<file path="src/rtl/mesa_pkg.sv">
`default_nettype none
// ============================================================================
// Module   : mesa_pkg
// Brief    : Shared Mesa framing constants and packet-tracker state encoding.
// Revision : 1.0 - initial release
// ============================================================================
package mesa_pkg;

    localparam logic [1:0] ST_IDLE    = 2'd0;
    localparam logic [1:0] ST_HDR     = 2'd1;
    localparam logic [1:0] ST_PAYLOAD = 2'd2;

    localparam logic [7:0] MESA_SOP  = 8'hF0;
    localparam logic [7:0] MESA_IDLE = 8'hFF;

    localparam int MESA_HDR_BYTES = 4;

endpackage : mesa_pkg
`default_nettype wire

</file>
<file path="src/rtl/mesa_pkt_track.sv">
`default_nettype none
// ============================================================================
// Module   : mesa_pkt_track
// Brief    : Nibble-to-byte assembly, header index and payload down-count for
//            the granted Mesa nibble stream; pulses pkt_done/hdr_len_valid.
// Revision : 1.0 - initial release
// ============================================================================
module mesa_pkt_track (
    input  logic       clk,
    input  logic       reset_l,
    input  logic       clr,
    input  logic       nib_vld,
    input  logic [3:0] nib,
    output logic       pkt_done,
    output logic       hdr_len_valid
);
    import mesa_pkg::*;

    localparam logic [1:0] c_hdr_last = 2'(MESA_HDR_BYTES - 1);

    logic [1:0] r_state;
    logic       r_phase;
    logic [1:0] r_idx;
    logic [3:0] r_hi;
    logic [7:0] r_pay_cnt;

    logic [1:0] w_state;
    logic       w_phase;
    logic [1:0] w_idx;
    logic [7:0] w_byte;

    // A release clears the tracker so a nibble in the same cycle starts fresh.
    always_comb begin
        w_state = clr ? ST_IDLE : r_state;
        w_phase = clr ? 1'b0 : r_phase;
        w_idx   = clr ? 2'd0 : r_idx;
        w_byte  = {r_hi, nib};
    end

    always_ff @(posedge clk or negedge reset_l) begin
        if (!reset_l) begin
            r_state       <= ST_IDLE;
            r_phase       <= 1'b0;
            r_idx         <= 2'd0;
            r_hi          <= 4'h0;
            r_pay_cnt     <= 8'h00;
            pkt_done      <= 1'b0;
            hdr_len_valid <= 1'b0;
        end else begin
            pkt_done      <= 1'b0;
            hdr_len_valid <= 1'b0;
            r_state       <= w_state;
            r_phase       <= w_phase;
            r_idx         <= w_idx;
            if (nib_vld) begin
                if (!w_phase) begin
                    r_hi    <= nib;
                    r_phase <= 1'b1;
                    if (w_state == ST_IDLE) begin
                        r_state <= ST_HDR;
                    end
                end else begin
                    r_phase <= 1'b0;
                    if (w_state == ST_PAYLOAD) begin
                        if (r_pay_cnt == 8'd1) begin
                            pkt_done <= 1'b1;
                            r_state  <= ST_IDLE;
                        end else begin
                            r_pay_cnt <= r_pay_cnt - 8'd1;
                        end
                    end else if (w_idx == 2'd0 && w_byte != MESA_SOP) begin
                        pkt_done <= 1'b1;
                        r_state  <= ST_IDLE;
                        r_idx    <= 2'd0;
                    end else if (w_idx == c_hdr_last) begin
                        hdr_len_valid <= 1'b1;
                        r_idx         <= 2'd0;
                        if (w_byte == 8'h00) begin
                            pkt_done <= 1'b1;
                            r_state  <= ST_IDLE;
                        end else begin
                            r_pay_cnt <= w_byte;
                            r_state   <= ST_PAYLOAD;
                        end
                    end else begin
                        r_idx <= w_idx + 2'd1;
                    end
                end
            end
        end
    end

endmodule : mesa_pkt_track
`default_nettype wire

</file>
<file path="src/rtl/mesa_nib_arb.sv">
`default_nettype none
// ============================================================================
// Module   : mesa_nib_arb
// Brief    : Per-packet arbiter sharing the Mesa nibble decoder between UART
//            (src0) and SPI (src1); steers lb_rd_rdy back to the requester.
//            Optional: MESA_NIB_ARB_DROP_CNT_EN builds the dropped-nibble count.
// Revision : 1.0 - initial release
// ============================================================================
module mesa_nib_arb #(
    parameter int TIMEOUT_CYC = 1024,
    parameter int TMR_W       = 11
) (
    input  logic       clk,
    input  logic       reset_l,
    input  logic [3:0] nib0_d,
    input  logic       nib0_rdy,
    input  logic [3:0] nib1_d,
    input  logic       nib1_rdy,
    input  logic       lb_rd_rdy,
    output logic [3:0] nib_d,
    output logic       nib_rdy,
    output logic       rd_rdy0,
    output logic       rd_rdy1,
    output logic [1:0] owner,
    output logic [7:0] drop_cnt
);
    localparam logic [TMR_W-1:0] c_tmr_last = TMR_W'(TIMEOUT_CYC - 1);

    logic [1:0]       r_owner;
    logic             r_rr_last;
    logic             r_rd_owner;
    logic [TMR_W-1:0] r_tmr;

    logic w_pkt_done;
    logic w_hdr_len_valid;
    logic w_owner_nib;
    logic w_timeout;
    logic w_release;
    logic w_free;
    logic w_rr_eff;
    logic w_gnt0;
    logic w_gnt1;
    logic w_fwd;

    assign w_owner_nib = (r_owner[0] & nib0_rdy) | (r_owner[1] & nib1_rdy);
    assign w_timeout   = (r_owner != 2'b00) & ~w_owner_nib & (r_tmr == c_tmr_last);
    assign w_release   = w_pkt_done | w_timeout;
    assign w_free      = (r_owner == 2'b00) | w_release;
    // During a release cycle the tie-break already sees the departing owner.
    assign w_rr_eff    = w_release ? r_owner[1] : r_rr_last;

    always_comb begin
        w_gnt0 = 1'b0;
        w_gnt1 = 1'b0;
        if (w_free) begin
            w_gnt0 = nib0_rdy & (~nib1_rdy | w_rr_eff);
            w_gnt1 = nib1_rdy & (~nib0_rdy | ~w_rr_eff);
        end else begin
            w_gnt0 = r_owner[0] & nib0_rdy;
            w_gnt1 = r_owner[1] & nib1_rdy;
        end
    end

    assign w_fwd = w_gnt0 | w_gnt1;
    assign owner = r_owner;

    always_ff @(posedge clk or negedge reset_l) begin
        if (!reset_l) begin
            r_owner    <= 2'b00;
            r_rr_last  <= 1'b1;
            r_rd_owner <= 1'b0;
            r_tmr      <= '0;
            nib_d      <= 4'h0;
            nib_rdy    <= 1'b0;
            rd_rdy0    <= 1'b0;
            rd_rdy1    <= 1'b0;
        end else begin
            nib_rdy <= w_fwd;
            if (w_fwd) begin
                nib_d <= w_gnt1 ? nib1_d : nib0_d;
            end
            if (w_free && w_fwd) begin
                r_owner <= {w_gnt1, w_gnt0};
            end else if (w_release) begin
                r_owner <= 2'b00;
            end
            if (w_release) begin
                r_rr_last <= r_owner[1];
            end
            if (r_owner != 2'b00 && !w_fwd && !w_release) begin
                r_tmr <= r_tmr + TMR_W'(1);
            end else begin
                r_tmr <= '0;
            end
            if (w_hdr_len_valid) begin
                r_rd_owner <= r_owner[1];
            end
            rd_rdy0 <= lb_rd_rdy & ~r_rd_owner;
            rd_rdy1 <= lb_rd_rdy & r_rd_owner;
        end
    end

    mesa_pkt_track u_pkt_track (
        .clk           (clk),
        .reset_l       (reset_l),
        .clr           (w_release),
        .nib_vld       (w_fwd),
        .nib           (w_gnt1 ? nib1_d : nib0_d),
        .pkt_done      (w_pkt_done),
        .hdr_len_valid (w_hdr_len_valid)
    );

`ifdef MESA_NIB_ARB_DROP_CNT_EN
    logic w_drop;

    assign w_drop = w_free ? (nib0_rdy & nib1_rdy)
                           : ((r_owner[0] & nib1_rdy) | (r_owner[1] & nib0_rdy));

    always_ff @(posedge clk or negedge reset_l) begin
        if (!reset_l) begin
            drop_cnt <= 8'h00;
        end else if (w_drop && drop_cnt != 8'hFF) begin
            drop_cnt <= drop_cnt + 8'd1;
        end
    end
`else
    assign drop_cnt = 8'h00;
`endif

endmodule : mesa_nib_arb
`default_nettype wire

</file>
<file path="config.mk">
export PLATFORM = sky130hd
export DESIGN_NAME = mesa_nib_arb
export DESIGN_NICKNAME = d
export VERILOG_FILES = /design/src/rtl/mesa_pkg.sv /design/src/rtl/mesa_pkt_track.sv /design/src/rtl/mesa_nib_arb.sv
export SDC_FILE = /design/constraint.sdc
export NUM_CORES = 1
export LEC_CHECK = 0
export CORE_MARGIN = 2
export CORE_UTILIZATION = 50
export DETAILED_ROUTE_END_ITERATION = 10
export PLACE_DENSITY = 0.76
export SYNTH_ARGS = -nofsm -noshare
export SYNTH_HDL_FRONTEND = slang
export SYNTH_SLANG_ARGS = --single-unit
</file>
<file path="constraint.sdc">
create_clock -name clk -period 2.8 [get_ports clk]
set_input_delay 0.56 -clock clk [delete_from_list [all_inputs] [get_ports clk]]
set_output_delay 0.56 -clock clk [all_outputs]
set_load 0.02 [all_outputs]
</file>
**Word level (Yosys, flattened, before mapping)**

Cells that the tools add are included.

- Input bits: 13
- Logic and storage cells: 103
- Output and inout port bits: 17
- Bits in registers: 41

- Bitwise logic cells: 20
- Reduce and logical (&&, ||, !) cells: 15
- Muxes and demuxes: 42
- Equal/unequal tests: 8
- Add/sub/neg operators: 3

Operators by type and width:

| cell | number |
|---|---|
| two-way mux 8 bit | 5 |
| two-way mux 2 bit | 17 |
| two-way mux 1 bit | 18 |
| adder 11 x 1 -> 11 bit (second input constant) | 1 |
| == test 11 x 10 -> 1 bit (second input constant) | 1 |
| two-way mux 11 bit | 1 |
| AND 1 bit | 8 |
| == test 8 x 1 -> 1 bit (second input constant) | 1 |
| zero test 8 bit | 1 |
| != test 8 bit (second input constant) | 1 |
| subtractor 8 x 1 -> 8 bit (second input constant) | 1 |
| zero test 2 bit | 3 |
| NOT 1 bit | 6 |
| bitwise OR 1 bit | 6 |
| AND reduction 6 bit | 1 |
| nonzero test 2 bit | 3 |
| == test 2 bit (second input constant) | 2 |
| logical AND 1 bit | 4 |
| two-way mux 4 bit | 1 |
| != test 2 x 1 -> 1 bit (second input constant) | 2 |
| adder 2 x 1 -> 2 bit (second input constant) | 1 |
| zero test 1 bit | 2 |
| != test 2 bit (second input constant) | 1 |
| AND reduction 2 bit | 1 |

**Logic depth before layout (Yosys ltp)**

Gate-level depths: netlist of run 1.

- Depth in word-level cells: 19
- Gate-level depth with buffers: 13

**Hierarchy**

From an unflattened synthesis of run 1, not the netlist that was laid out.

- Cell total of the unflattened synthesis: 223
- Area, all modules: 2267.2 um2

Modules (own cells, without submodules):

| module | sequential area each (um2) | area each (um2) | cells each | times used |
|---|---|---|---|---|
| mesa_pkt_track | 475.5 | 1148.6 | 118 | 1 |
| mesa_nib_arb | 551.8 | 1118.6 | 105 | 1 |

**Worst setup path before layout of run 1**

OpenSTA, ideal clock, no wires.

- Path type: register to register
- From: register r_owner[1], in the netlist owner[1]
- To: register u_pkt_track.r_pay_cnt[1]
- Clock period less this slack: 2.811 ns
- Buffers on the path: 3
- Path slack: -0.011 ns
- Data arrival time: 2.732 ns
- Data required time: 2.721 ns
- Cell stages (with the launch flop): 11
- Path through: dfrtp_1 -> clkbuf_1 -> o211a_1 -> a21oi_1 -> a32oi_1 -> buf_2 -> ha_1 -> clkbuf_1 -> nand3_1 -> o21ai_4 -> mux2i_1

RTL lines:

| what | line | RTL |
|---|---|---|
| start: declaration | mesa_nib_arb.sv:29 | `logic [1:0] r_owner;` |
| start signal: assignment | mesa_nib_arb.sv:83 | `r_owner <= {w_gnt1, w_gnt0};` |
| AND 1 bit | mesa_nib_arb.sv:45, mesa_nib_arb.sv:60 |  |
| bitwise OR 1 bit | mesa_nib_arb.sv:45 | `assign w_owner_nib = (r_owner[0] & nib0_rdy) \| (r_owner[1] & nib1_rdy);` |
| NOT 1 bit | mesa_nib_arb.sv:46 | `assign w_timeout = (r_owner != 2'b00) & ~w_owner_nib & (r_tmr == c_tmr_last);` |
| AND 1 bit (2 in a row) | mesa_nib_arb.sv:46 |  |
| bitwise OR 1 bit | mesa_nib_arb.sv:47 | `assign w_release = w_pkt_done \| w_timeout;` |
| two-way mux 1 bit | - |  |
| NOT 1 bit | mesa_nib_arb.sv:57 | `w_gnt1 = nib1_rdy & (~nib0_rdy \| ~w_rr_eff);` |
| bitwise OR 1 bit | mesa_nib_arb.sv:57 |  |
| AND 1 bit | mesa_nib_arb.sv:57 |  |
| two-way mux 1 bit | mesa_nib_arb.sv:55 | `if (w_free) begin` |
| bitwise OR 1 bit (*) | mesa_nib_arb.sv:64 | `assign w_fwd = w_gnt0 \| w_gnt1;` |
| net u_pkt_track.nib_vld | mesa_pkt_track.sv:12 | `input logic nib_vld,` |
| AND reduction 6 bit (no line) (*) | - |  |
| end signal: assignment | mesa_pkt_track.sv:69 | `r_pay_cnt <= r_pay_cnt - 8'd1;` |
| end signal: assignment | mesa_pkt_track.sv:82 | `r_pay_cnt <= w_byte;` |
| end: declaration | mesa_pkt_track.sv:25 | `logic [7:0] r_pay_cnt;` |

Mark *: on every way through the listed nets, which the timed path passes. The rest lies on a longest branch. The select of a mux whose other input is x is not followed.
A chain may end at the register's enable or synchronous reset.

**Worst setup path after layout of run 1**

- From: input nib1_rdy
- To: register u_pkt_track.r_pay_cnt[4]

- Cells in the longest elaborated chain, start to end: 16

Ends and longest elaborated chain:

| what | line | RTL |
|---|---|---|
| start: declaration | mesa_nib_arb.sv:18 | `input logic nib1_rdy,` |
| AND 1 bit | mesa_nib_arb.sv:45, mesa_nib_arb.sv:60 |  |
| bitwise OR 1 bit | mesa_nib_arb.sv:45 |  |
| NOT 1 bit | mesa_nib_arb.sv:46 |  |
| AND 1 bit (2 in a row) | mesa_nib_arb.sv:46 |  |
| bitwise OR 1 bit | mesa_nib_arb.sv:47 |  |
| two-way mux 1 bit | - |  |
| NOT 1 bit | mesa_nib_arb.sv:57 |  |
| bitwise OR 1 bit | mesa_nib_arb.sv:57 |  |
| AND 1 bit | mesa_nib_arb.sv:57 |  |
| two-way mux 1 bit | mesa_nib_arb.sv:55 |  |
| two-way mux 4 bit | mesa_nib_arb.sv:108 | `.nib (w_gnt1 ? nib1_d : nib0_d),` |
| != test 8 bit | mesa_pkt_track.sv:71 | `end else if (w_idx == 2'd0 && w_byte != MESA_SOP) begin` |
| logical AND 1 bit | mesa_pkt_track.sv:71 |  |
| != test 2 x 1 -> 1 bit (no line) | - |  |
| AND reduction 6 bit (no line) | - |  |

Several ways; a longest one is shown, not always the timed one.

==> results of run 1 <==
## metal layers
layer	up-vias	global-route usage, %
met3	10	4.28
met5	-	0
met4	0	4.32
li1	983	-
met1	967	32.3
met2	53	33.3
## worst min path at each step
stage	from	to	slack [ns]
finish	reset_l	u_pkt_track.r_pay_cnt[7]$_DFFE_PN0P_	0.39
global placement	r_rd_owner$_DFFE_PN0P_	rd_rdy0$_DFF_PN0_	0.43
detailed placement	r_rd_owner$_DFFE_PN0P_	rd_rdy0$_DFF_PN0_	0.45
global route	r_rd_owner$_DFFE_PN0P_	rd_rdy0$_DFF_PN0_	0.47
CTS	reset_l	u_pkt_track.r_pay_cnt[7]$_DFFE_PN0P_	0.43
floorplan	reset_l	nib_d[0]$_DFFE_PN0N_	0.26
## layout make-up
| class | count | area, um^2 | share of cell area (%) |
|---|---|---|---|
| clock buffer | 5 | 68.8 | 2.36 |
| timing repair buffer | 49 | 415 | 14.2 |
| inverter | 13 | 48.8 | 1.67 |
| multi-input combinational | 191 | 1270 | 43.7 |
| clock inverter | 3 | 17.5 | 0.600 |
| tap | 54 | 67.6 | 2.31 |
| sequential | 41 | 1030 | 35.2 |
## synth_stat cells (all sizes together), types with 5 or more instances
master  count  area share (%)
clkbuf      5            0.79
nor2       28             4.4
o21ai      10             2.6
inv        13             2.0
ha          8             4.2
nand3      15             3.6
buf        11             3.1
a22oi       5             1.6
mux2i       6             2.5
a21oi      13             2.9
dfrtp      40              42
nand2      25             4.0
## power breakdown
part           total (mW)  switching (mW)  leakage (nW)  internal [mW]
sequential          0.853           0.123         0.514          0.730
combinational        1.04           0.552         0.784          0.484
clock               0.384           0.212        0.0439          0.172
total                2.27           0.887          1.34           1.39
## sequential cells by signal, indices dropped and copies added, names as in the netlist
register / count
r_rr_last: 1
rd_rdy1: 1
r_rd_owner: 1
rd_rdy0: 1
r_tmr: 11
owner: 2
nib_rdy: 1
u_pkt_track.hdr_len_valid: 1
u_pkt_track.r_idx: 2
nib_d: 4
u_pkt_track.r_state: 2
u_pkt_track.pkt_done: 1
u_pkt_track.r_phase: 1
u_pkt_track.r_hi: 4
u_pkt_track.r_pay_cnt: 8
## stage by stage
step / setup slack (ns) / hold WS (ns) / utilization, % / area (um^2)
2_1_floorplan: -0.00264 / 0.264 / - / 2410
3_3_place_gp: -0.186 / 0.431 / 60.2 / 2800
3_5_place_dp: -0.236 / 0.450 / 60.2 / 2800
4_1_cts: 0.0550 / 0.428 / 62.0 / 2890
5_1_grt: -0.00652 / 0.470 / 62.7 / 2920
6_report: 0.129 / 0.391 / 62.7 / 2920
## critical path, stage by stage
cell             delay [ns]
clkdlybuf4s50_1        0.42
a22oi_1                0.21
o211a_1                0.21
buf_4                  0.13
a31oi_1                0.10
a32oi_1                0.29
ha_1                   0.28
buf_4                  0.18
buf_4                  0.12
a41oi_1                0.10
a22o_1                 0.25
## cell families after synthesis
| group | after synthesis | synth area share, % |
|---|---|---|
| simple gates | 96 | 20.7 |
| compound gates | 62 | 19.2 |
| flops | 41 | 43.0 |
| buf+inv | 29 | 5.92 |
| mux | 9 | 3.93 |
| fa+ha+maj | 8 | 4.19 |
| xor+xnor | 8 | 2.93 |
| other cells | 1 | 0.157 |
## what timing repair did
| item | CTS | global route |
|---|---|---|
| resized for setup | 0 | 6 |
| hold buffers | 0 | 0 |
| endpoints found under the setup margin | 0 | 11 |
| buffers inserted | 0 | 0 |
==> results.sh, run 1 <==
export IMPL_grt_pass1_wl_um=9090
export IMPL_nets=322
export IMPL_die_area_um2=5340
export IMPL_cts_buffers=5
export IMPL_clk_pin_slew_ns=0.08
export IMPL_tns_ns=0
export IMPL_synthToLayoutAreaGrowth_pct=22.3
export IMPL_dr_total_vias=2013
export IMPL_leakage_nw=1.34
export IMPL_slew_headroom_pct=39.3
export IMPL_crit_arrival_ns=2.86
export IMPL_maxCapViolCount=0
export IMPL_grt_max_degree=42
export IMPL_min_path_type="in -> async"
export IMPL_drc_errors=0
export IMPL_drt_initial_drc_count=137
export IMPL_met2_length_um=2470
export IMPL_synthFlopType="dfrtp_1"
export IMPL_post_route_period_util_pct=95.4
export IMPL_crit_fanout=7
export IMPL_cts_tree="built"
export IMPL_ios=30
export IMPL_via_per_inst=5.65
export IMPL_antenna_cells=0
export IMPL_worstRegToRegCells=10
export IMPL_rsz0062_at_grt="true"
export IMPL_slew_viol_final=0
export IMPL_hold_viol=0
export IMPL_portBuffers=21
export IMPL_p_total_mw=2.27
export IMPL_syn_inst=254
export IMPL_final_cells=356
export IMPL_first_pass_iters=4
export IMPL_gp_congestion=1.01
export IMPL_dp_hpwl_um=3930
export IMPL_mostFrequentLayoutCells="dfrtp_1 (40), nor2_1 (28), buf_4 (28)"
export IMPL_synth_edf_count=0
export IMPL_finalCriticalPeriod_ns=2.67
export IMPL_htreeDepth=2
export IMPL_worstMarginPinSlew_ns=0.911
export IMPL_antenna_found_initial=0
export IMPL_r2r_setup_slack_ns=0.21
export IMPL_die_w_um=73.1
export IMPL_r2r_start="r_tmr[0]$_DFF_PN0_"
export IMPL_vdd_drop_max_mv=0.518
export IMPL_avgSynthCellArea_um2=9.40
export IMPL_crit_start="nib1_rdy"
export IMPL_cts_max_path_buffers=2
export IMPL_synth_cell_types=58
export IMPL_wl_met3_um=194
export IMPL_die_y_um=73.1
export IMPL_drtAntennaViolNets=0
export IMPL_clock_sinks=41
export IMPL_m1WireLength_um=2530
export IMPL_overflow=0
export IMPL_clock_root_buffer="clkbuf_8"
export IMPL_drive_above_1_share_pct=19.2
export IMPL_top_layer_used="met4"
export IMPL_track_usage_pct=21.8
export IMPL_synth_seq_cells=41
export IMPL_rr_endpoint="u_pkt_track.r_pay_cnt[4]$_DFFE_PN0P_"
export IMPL_finClkSkew_ns=0.00665
export IMPL_wl_um=5280
export IMPL_final_common_cell="dfrtp_1"
export IMPL_initial_utilization_pct=51.2
export IMPL_core_area_um2=4660
export IMPL_critPathKind="in -> reg"
export IMPL_dp_cells=348
export IMPL_cp_endpoint="u_pkt_track.r_pay_cnt[4]$_DFFE_PN0P_"
export IMPL_yosysSeqAreaShare_pct=43.0
export IMPL_syn_area_um2=2390
export IMPL_grt_pass1_vias=1875
export IMPL_ys_async_sr_fraction_pct=100
export IMPL_status="complete, no violations"
export IMPL_pwr_density_cell_nw_per_um2=779
export IMPL_setup_viol=0
export IMPL_fillers=382
export IMPL_num_rows=25
export IMPL_critPathRequiredTime_ns=2.99
export IMPL_endpoint_kind="flop"
export IMPL_fmax_mhz=374
export IMPL_post_drt_wl_per_cell_um=14.8
export IMPL_startpoint_type="primary input"
export IMPL_ys_warn_count=0
export IMPL_clock_latency_ns=0.29
No activity file was read; power rests on OpenSTA's default activity.
==> inputs of run 2 (changes only) <==
--- a/config.mk
+++ b/config.mk
@@ -6,9 +6,9 @@
 export NUM_CORES = 1
 export LEC_CHECK = 0
 export CORE_MARGIN = 2
-export CORE_UTILIZATION = 50
+export CORE_UTILIZATION = 59
 export DETAILED_ROUTE_END_ITERATION = 10
-export PLACE_DENSITY = 0.76
+export PLACE_DENSITY = 0.84
 export SYNTH_ARGS = -nofsm -noshare
 export SYNTH_HDL_FRONTEND = slang
 export SYNTH_SLANG_ARGS = --single-unit
==> constraint.sdc (replaced) <==
create_clock -name clk -period 3.2 [get_ports clk]
set_input_delay 0.64 -clock clk [delete_from_list [all_inputs] [get_ports clk]]
set_output_delay 0.64 -clock clk [all_outputs]
set_load 0.02 [all_outputs]
==> results.sh, run 2 (same netlist as run 1, synthesis figures left out) <==
export IMPL_status="complete, no violations"
export IMPL_antenna_cells=0
export IMPL_slew_headroom_pct=40.8
export IMPL_critPathRequiredTime_ns=3.39
export IMPL_clock_root_buffer="clkbuf_8"
export IMPL_min_path_type="reg -> reg"
export IMPL_antenna_found_initial=0
export IMPL_gp_congestion=0.880
export IMPL_grt_max_degree=42
export IMPL_grt_most_used_layer="met2"
export IMPL_met3_usage_pct=5.17
export IMPL_synthToLayoutAreaGrowth_pct=16.4
export IMPL_startpoint_type="primary input"
export IMPL_whs_ns=0.450
export IMPL_cts_resized=0
export IMPL_num_rows=23
export IMPL_finClkSkew_ns=0.00422
export IMPL_post_route_period_util_pct=88.7
export IMPL_cts_setup_buffers=0
export IMPL_drc_errors=0
export IMPL_ios=30
export IMPL_cts_tree="built"
export IMPL_first_pass_iters=4
export IMPL_hold_viol=0
export IMPL_drtAntennaViolNets=0
export IMPL_cts_max_path_buffers=2
export IMPL_cp_slowest_stage_delay_ns=0.48
export IMPL_dp_hpwl_um=3780
export IMPL_pwr_density_cell_nw_per_um2=680
export IMPL_initial_utilization_pct=60.6
export IMPL_p_int_mw=1.13
export IMPL_netSwitchingFraction_pct=40.3
export IMPL_core_area_um2=3940
export IMPL_cts_buffers=5
export IMPL_overflow=0
export IMPL_clock_sinks=41
export IMPL_worstMarginPinSlew_ns=0.888
export IMPL_rsz0062_at_grt="false"
export IMPL_path_cells="clkdlybuf4s50_1, a22oi_1, o211a_1, a21oi_2, nand2_1, inv_1, ha_1, inv_1, a31oi_1, and2_2, nand3_2, a32o_1"
export IMPL_largest_register="r_tmr"
export IMPL_dr_total_vias=2000
export IMPL_fmax_mhz=352
export IMPL_die_area_um2=4570
export IMPL_slew_viol_final=0
export IMPL_endpoint_kind="flop"
export IMPL_htreeDepth=2
export IMPL_die_w_um=67.6
export IMPL_grt_use_met2_pct=39.2
export IMPL_drt_initial_drc_count=201
export IMPL_reg_largest_list="r_tmr (11), u_pkt_track.r_pay_cnt (8)"
export IMPL_final_common_cell="dfrtp_1"
export IMPL_p_sw_uw=761
export IMPL_leakage_nw=1.24
export IMPL_crit_slowest_cell="clkdlybuf4s50_1"
export IMPL_fin_util_pct=70.5
export IMPL_wl_um=5090
export IMPL_die_y_um=67.6
export IMPL_gr_usage_met1_pct=35.8
export IMPL_worst_path_most_repeated_cell="inv_1"
export IMPL_pwr_share_comb_pct=41.6
export IMPL_cts_hold_fix_buffers=0
export IMPL_crit_arrival_ns=3.03
export IMPL_nets=307
export IMPL_clockPowerShare_pct=18.0
export IMPL_via_per_inst=5.93
export IMPL_grt_pass1_vias=1844
export IMPL_drive_above_1_share_pct=13.9
export IMPL_largest_reg_flops=11
export IMPL_crit_fanout=5
export IMPL_clk_pin_slew_ns=0.08
export IMPL_seqPwrFrac_pct=40.4
export IMPL_vdd_drop_max_mv=0.444
export IMPL_track_usage_pct=25.8
export IMPL_grt_pass1_wl_um=8710
export IMPL_critPathKind="in -> reg"
export IMPL_setup_viol=0
export IMPL_mostFrequentLayoutCells="dfrtp_1 (40), nor2_1 (28), nand2_1 (24)"
export IMPL_portBuffers=21
export IMPL_post_drt_wl_per_cell_um=15.1
export IMPL_clock_latency_ns=0.30
export IMPL_maxCapViolCount=0
export IMPL_finalCriticalPeriod_ns=2.84
==> run 2: cell types whose count changed in the layout (fill, tap and decap cells not counted) <==
cell        delta
buf_4         -15
clkinv_2       -2
a21boi_0       +1
a21boi_1       -1
a31oi_1        +1
a31oi_4        -1
clkbuf_1       +1
clkinvlp_4     +1
nand3_1        +1
nand3_2        -1
nor3_2         +1
nor3_4         -1
==> run 2: final cells by class <==
class | count | area [um^2]
clock buffers | 6 | 72.6
clock inverters | 2 | 15.0
fillers | 297 | 1160
inverters | 13 | 48.8
multi-input cells | 191 | 1250
flip-flops and latches | 41 | 1030
well taps | 50 | 62.6
repair buffers | 34 | 303
==> run 2: metrics by stage <==
step / cell area [um^2] / std cells / setup slack (ns) / power (mW) / setup TNS, ns
2_1_floorplan: 2410 / 261 / 0.327 / 1.27 / 0
4_1_cts: 2770 / 337 / 0.278 / 1.89 / 0
5_1_grt: 2780 / 337 / 0.132 / 2.02 / 0
3_5_place_dp: 2690 / 329 / -0.0288 / 1.54 / -0.0601
6_report: 2780 / 337 / 0.362 / 1.89 / 0
3_3_place_gp: 2690 / 329 / 0.0831 / 1.52 / 0
==> run 2: power by group through the flow <==
stage	clock (mW)	sequential, mW	combinational (mW)
global route	0.369	0.779	0.874
finish	0.340	0.763	0.786
CTS	0.349	0.756	0.782
detailed placement	0	0.766	0.779
global placement	0	0.764	0.760
floorplan	0	0.781	0.492
==> run 2: worst paths after layout <==
path / start / endpoint / slack, ns / depth (start not counted)
worst max-delay path: nib1_rdy / u_pkt_track.r_pay_cnt[5]$_DFFE_PN0P_ / 0.36 / 12
worst min-delay path: r_rd_owner$_DFFE_PN0P_ / rd_rdy0$_DFF_PN0_ / 0.45 / 1
worst max register to register: r_tmr[0]$_DFF_PN0_ / u_pkt_track.r_pay_cnt[1]$_DFFE_PN0P_ / 0.50 / 9
worst min register to register: r_rd_owner$_DFFE_PN0P_ / rd_rdy0$_DFF_PN0_ / 0.45 / 1
max in group asynchronous: reset_l / u_pkt_track.r_idx[0]$_DFF_PN0_ / 2.20 / 1
min in group asynchronous: reset_l / u_pkt_track.r_hi[2]$_DFFE_PN0P_ / 0.46 / 1
==> run 2: critical path: cells and delay by family <==
family / cells / cell delay, ns
AO/OA/AOI/OAI: 5 / 1.07
AND/OR/NAND/NOR: 3 / 0.46
buffers and inverters: 3 / 0.66
adder cells (fa/ha/maj): 1 / 0.17
==> run 2: routing by layer <==
| layer | vias up | routed length [um] |
|---|---|---|
| met3 | 9 | 283 |
| met1 | 963 | 2380 |
| met5 | - | 0 |
| met2 | 68 | 2330 |
| met4 | 0 | 92 |
| li1 | 960 | - |
==> inputs of run 3 (changes only) <==
--- a/config.mk
+++ b/config.mk
@@ -9,6 +9,7 @@
 export CORE_UTILIZATION = 59
 export DETAILED_ROUTE_END_ITERATION = 10
 export PLACE_DENSITY = 0.84
+export SETUP_SLACK_MARGIN = 0.5
 export SYNTH_ARGS = -nofsm -noshare
 export SYNTH_HDL_FRONTEND = slang
 export SYNTH_SLANG_ARGS = --single-unit
==> results.sh, run 3 (same netlist as run 1, synthesis figures left out) <==
export IMPL_tns_ns=0
export IMPL_htreeDepth=2
export IMPL_post_route_period_util_pct=82.9
export IMPL_ios=30
export IMPL_die_y_um=67.6
export IMPL_post_drt_wl_per_cell_um=17.3
export IMPL_p_sw_uw=857
export IMPL_netSwitchingFraction_pct=41.2
export IMPL_status="complete, no violations"
export IMPL_mostFrequentLayoutCells="dfrtp_1 (39), nor2_1 (28), nand2_1 (21)"
export IMPL_antenna_cells=0
export IMPL_die_w_um=67.6
export IMPL_clk_pin_slew_ns=0.08
export IMPL_finalCriticalPeriod_ns=2.65
export IMPL_die_area_um2=4570
export IMPL_first_pass_iters=7
export IMPL_core_area_um2=3940
export IMPL_worstMarginPinSlew_ns=1.24
export IMPL_critPathKind="reg -> reg"
export IMPL_portBuffers=21
export IMPL_p_int_mw=1.22
export IMPL_whs_ns=0.457
export IMPL_drtAntennaViolNets=0
export IMPL_worstRegToRegCells=7
export IMPL_slew_headroom_pct=16.3
export IMPL_largest_register="r_tmr"
export IMPL_drc_errors=0
export IMPL_grt_max_degree=42
export IMPL_leakage_nw=1.31
export IMPL_overflow=0
export IMPL_hold_viol=0
export IMPL_num_rows=23
export IMPL_fmax_mhz=377
export IMPL_final_common_cell="dfrtp_1"
export IMPL_antenna_found_initial=0
export IMPL_grt_pass1_wl_um=9030
export IMPL_dp_hpwl_um=4010
export IMPL_nets=310
export IMPL_reg_largest_list="r_tmr (11), u_pkt_track.r_pay_cnt (8)"
export IMPL_fin_util_pct=75.9
export IMPL_finClkSkew_ns=0.00578
export IMPL_synthToLayoutAreaGrowth_pct=25.4
export IMPL_dr_total_vias=2147
export IMPL_min_path_type="in -> async"
export IMPL_cts_max_path_buffers=2
export IMPL_seqPwrFrac_pct=37.5
export IMPL_crit_slowest_cell="nor4_1"
export IMPL_critPathRequiredTime_ns=3.41
export IMPL_endpoint_kind="flop"
export IMPL_largest_reg_flops=11
export IMPL_cts_buffers=5
export IMPL_clock_sinks=41
export IMPL_cts_tree="built"
export IMPL_rsz0062_at_grt="false"
export IMPL_gp_congestion=0.886
export IMPL_startpoint_type="flop"
export IMPL_grt_pass1_vias=1913
export IMPL_clockPowerShare_pct=15.9
export IMPL_path_cells="nor4_1, nand2_1, a21oi_1, a41oi_4, and2_4, a211o_1, o211ai_1"
export IMPL_clock_latency_ns=0.30
export IMPL_cp_slowest_stage_delay_ns=1.06
export IMPL_slew_viol_final=0
export IMPL_crit_start="u_pkt_track.r_hi[0]$_DFFE_PN0P_"
export IMPL_crit_fanout=4
export IMPL_drive_above_1_share_pct=21.7
export IMPL_p_total_mw=2.08
export IMPL_drt_initial_drc_count=207
export IMPL_pwr_density_cell_nw_per_um2=694
export IMPL_track_usage_pct=26.8
export IMPL_rr_endpoint="u_pkt_track.r_pay_cnt[0]$_DFFE_PN0P_"
export IMPL_setup_viol=0
export IMPL_via_per_inst=6.31
export IMPL_r2r_start="u_pkt_track.r_hi[0]$_DFFE_PN0P_"
export IMPL_clock_root_buffer="clkbuf_8"
export IMPL_wl_um=5880
export IMPL_r2r_setup_slack_ns=0.55
export IMPL_crit_arrival_ns=2.86
export IMPL_maxCapViolCount=0
export IMPL_pwr_share_comb_pct=46.5
export IMPL_initial_utilization_pct=60.6
export IMPL_vdd_drop_max_mv=0.521
==> run 3: layout make-up <==
cell class,instances,area (um^2)
inverter,13,48.8
multi-input combinational,191,1440
clock inverter,2,10.0
sequential,41,1030
fill,251,948
timing repair buffer,37,334
clock buffer,6,72.6
tap,50,62.6
==> run 3: through the flow <==
step	setup WS (ns)	instances	instance area (um^2)
floorplan	0.547	261	2430
global placement	0.146	327	2680
detailed placement	0.0709	327	2680
CTS	0.500	337	2810
global route	0.412	340	2990
finish	0.547	340	2990
==> run 3: power by group through the flow <==
stage	sequential (mW)	combinational (mW)	clock, mW
floorplan	0.782	0.503	0
global placement	0.767	0.763	0
detailed placement	0.771	0.789	0
CTS	0.762	0.825	0.335
global route	0.798	1.05	0.353
finish	0.781	0.967	0.331
==> run 3: timing repair <==
action / CTS / global route
endpoints found under the setup margin: 9 / 17
pin swaps: 6 / 10
resized for setup: 8 / 29
hold buffers: 0 / 0
buffers inserted: 2 / 3
==> run 3: how the worst max path moves through the flow <==
stage                                           end  slack, ns  cells after the start
2_1_floorplan  u_pkt_track.r_pay_cnt[5]$_DFFE_PN0P_       0.55                     10
3_3_place_gp   u_pkt_track.r_pay_cnt[5]$_DFFE_PN0P_       0.15                     10
3_5_place_dp   u_pkt_track.r_pay_cnt[5]$_DFFE_PN0P_       0.07                     10
4_1_cts        u_pkt_track.r_pay_cnt[1]$_DFFE_PN0P_       0.50                     10
5_1_grt        u_pkt_track.r_pay_cnt[0]$_DFFE_PN0P_       0.41                      7
6_report       u_pkt_track.r_pay_cnt[0]$_DFFE_PN0P_       0.55                      7
==> run 3: layer usage <==
| layer | up-vias | GRT usage [%] | wire [um] |
|---|---|---|---|
| li1 | 967 | - | - |
| met1 | 1049 | 36.4 | 2490 |
| met2 | 108 | 42.6 | 2830 |
| met3 | 23 | 5.33 | 394 |
| met4 | 0 | 9.18 | 165 |
| met5 | - | 0 | 0 |
==> run 3: critical path, delay by kind of cell (launching register included) <==
family,cells,cell delay (ns)
AND/OR/NAND/NOR,3,1.38
flip-flops,1,0.43
AO/OA/AOI/OAI,4,0.75
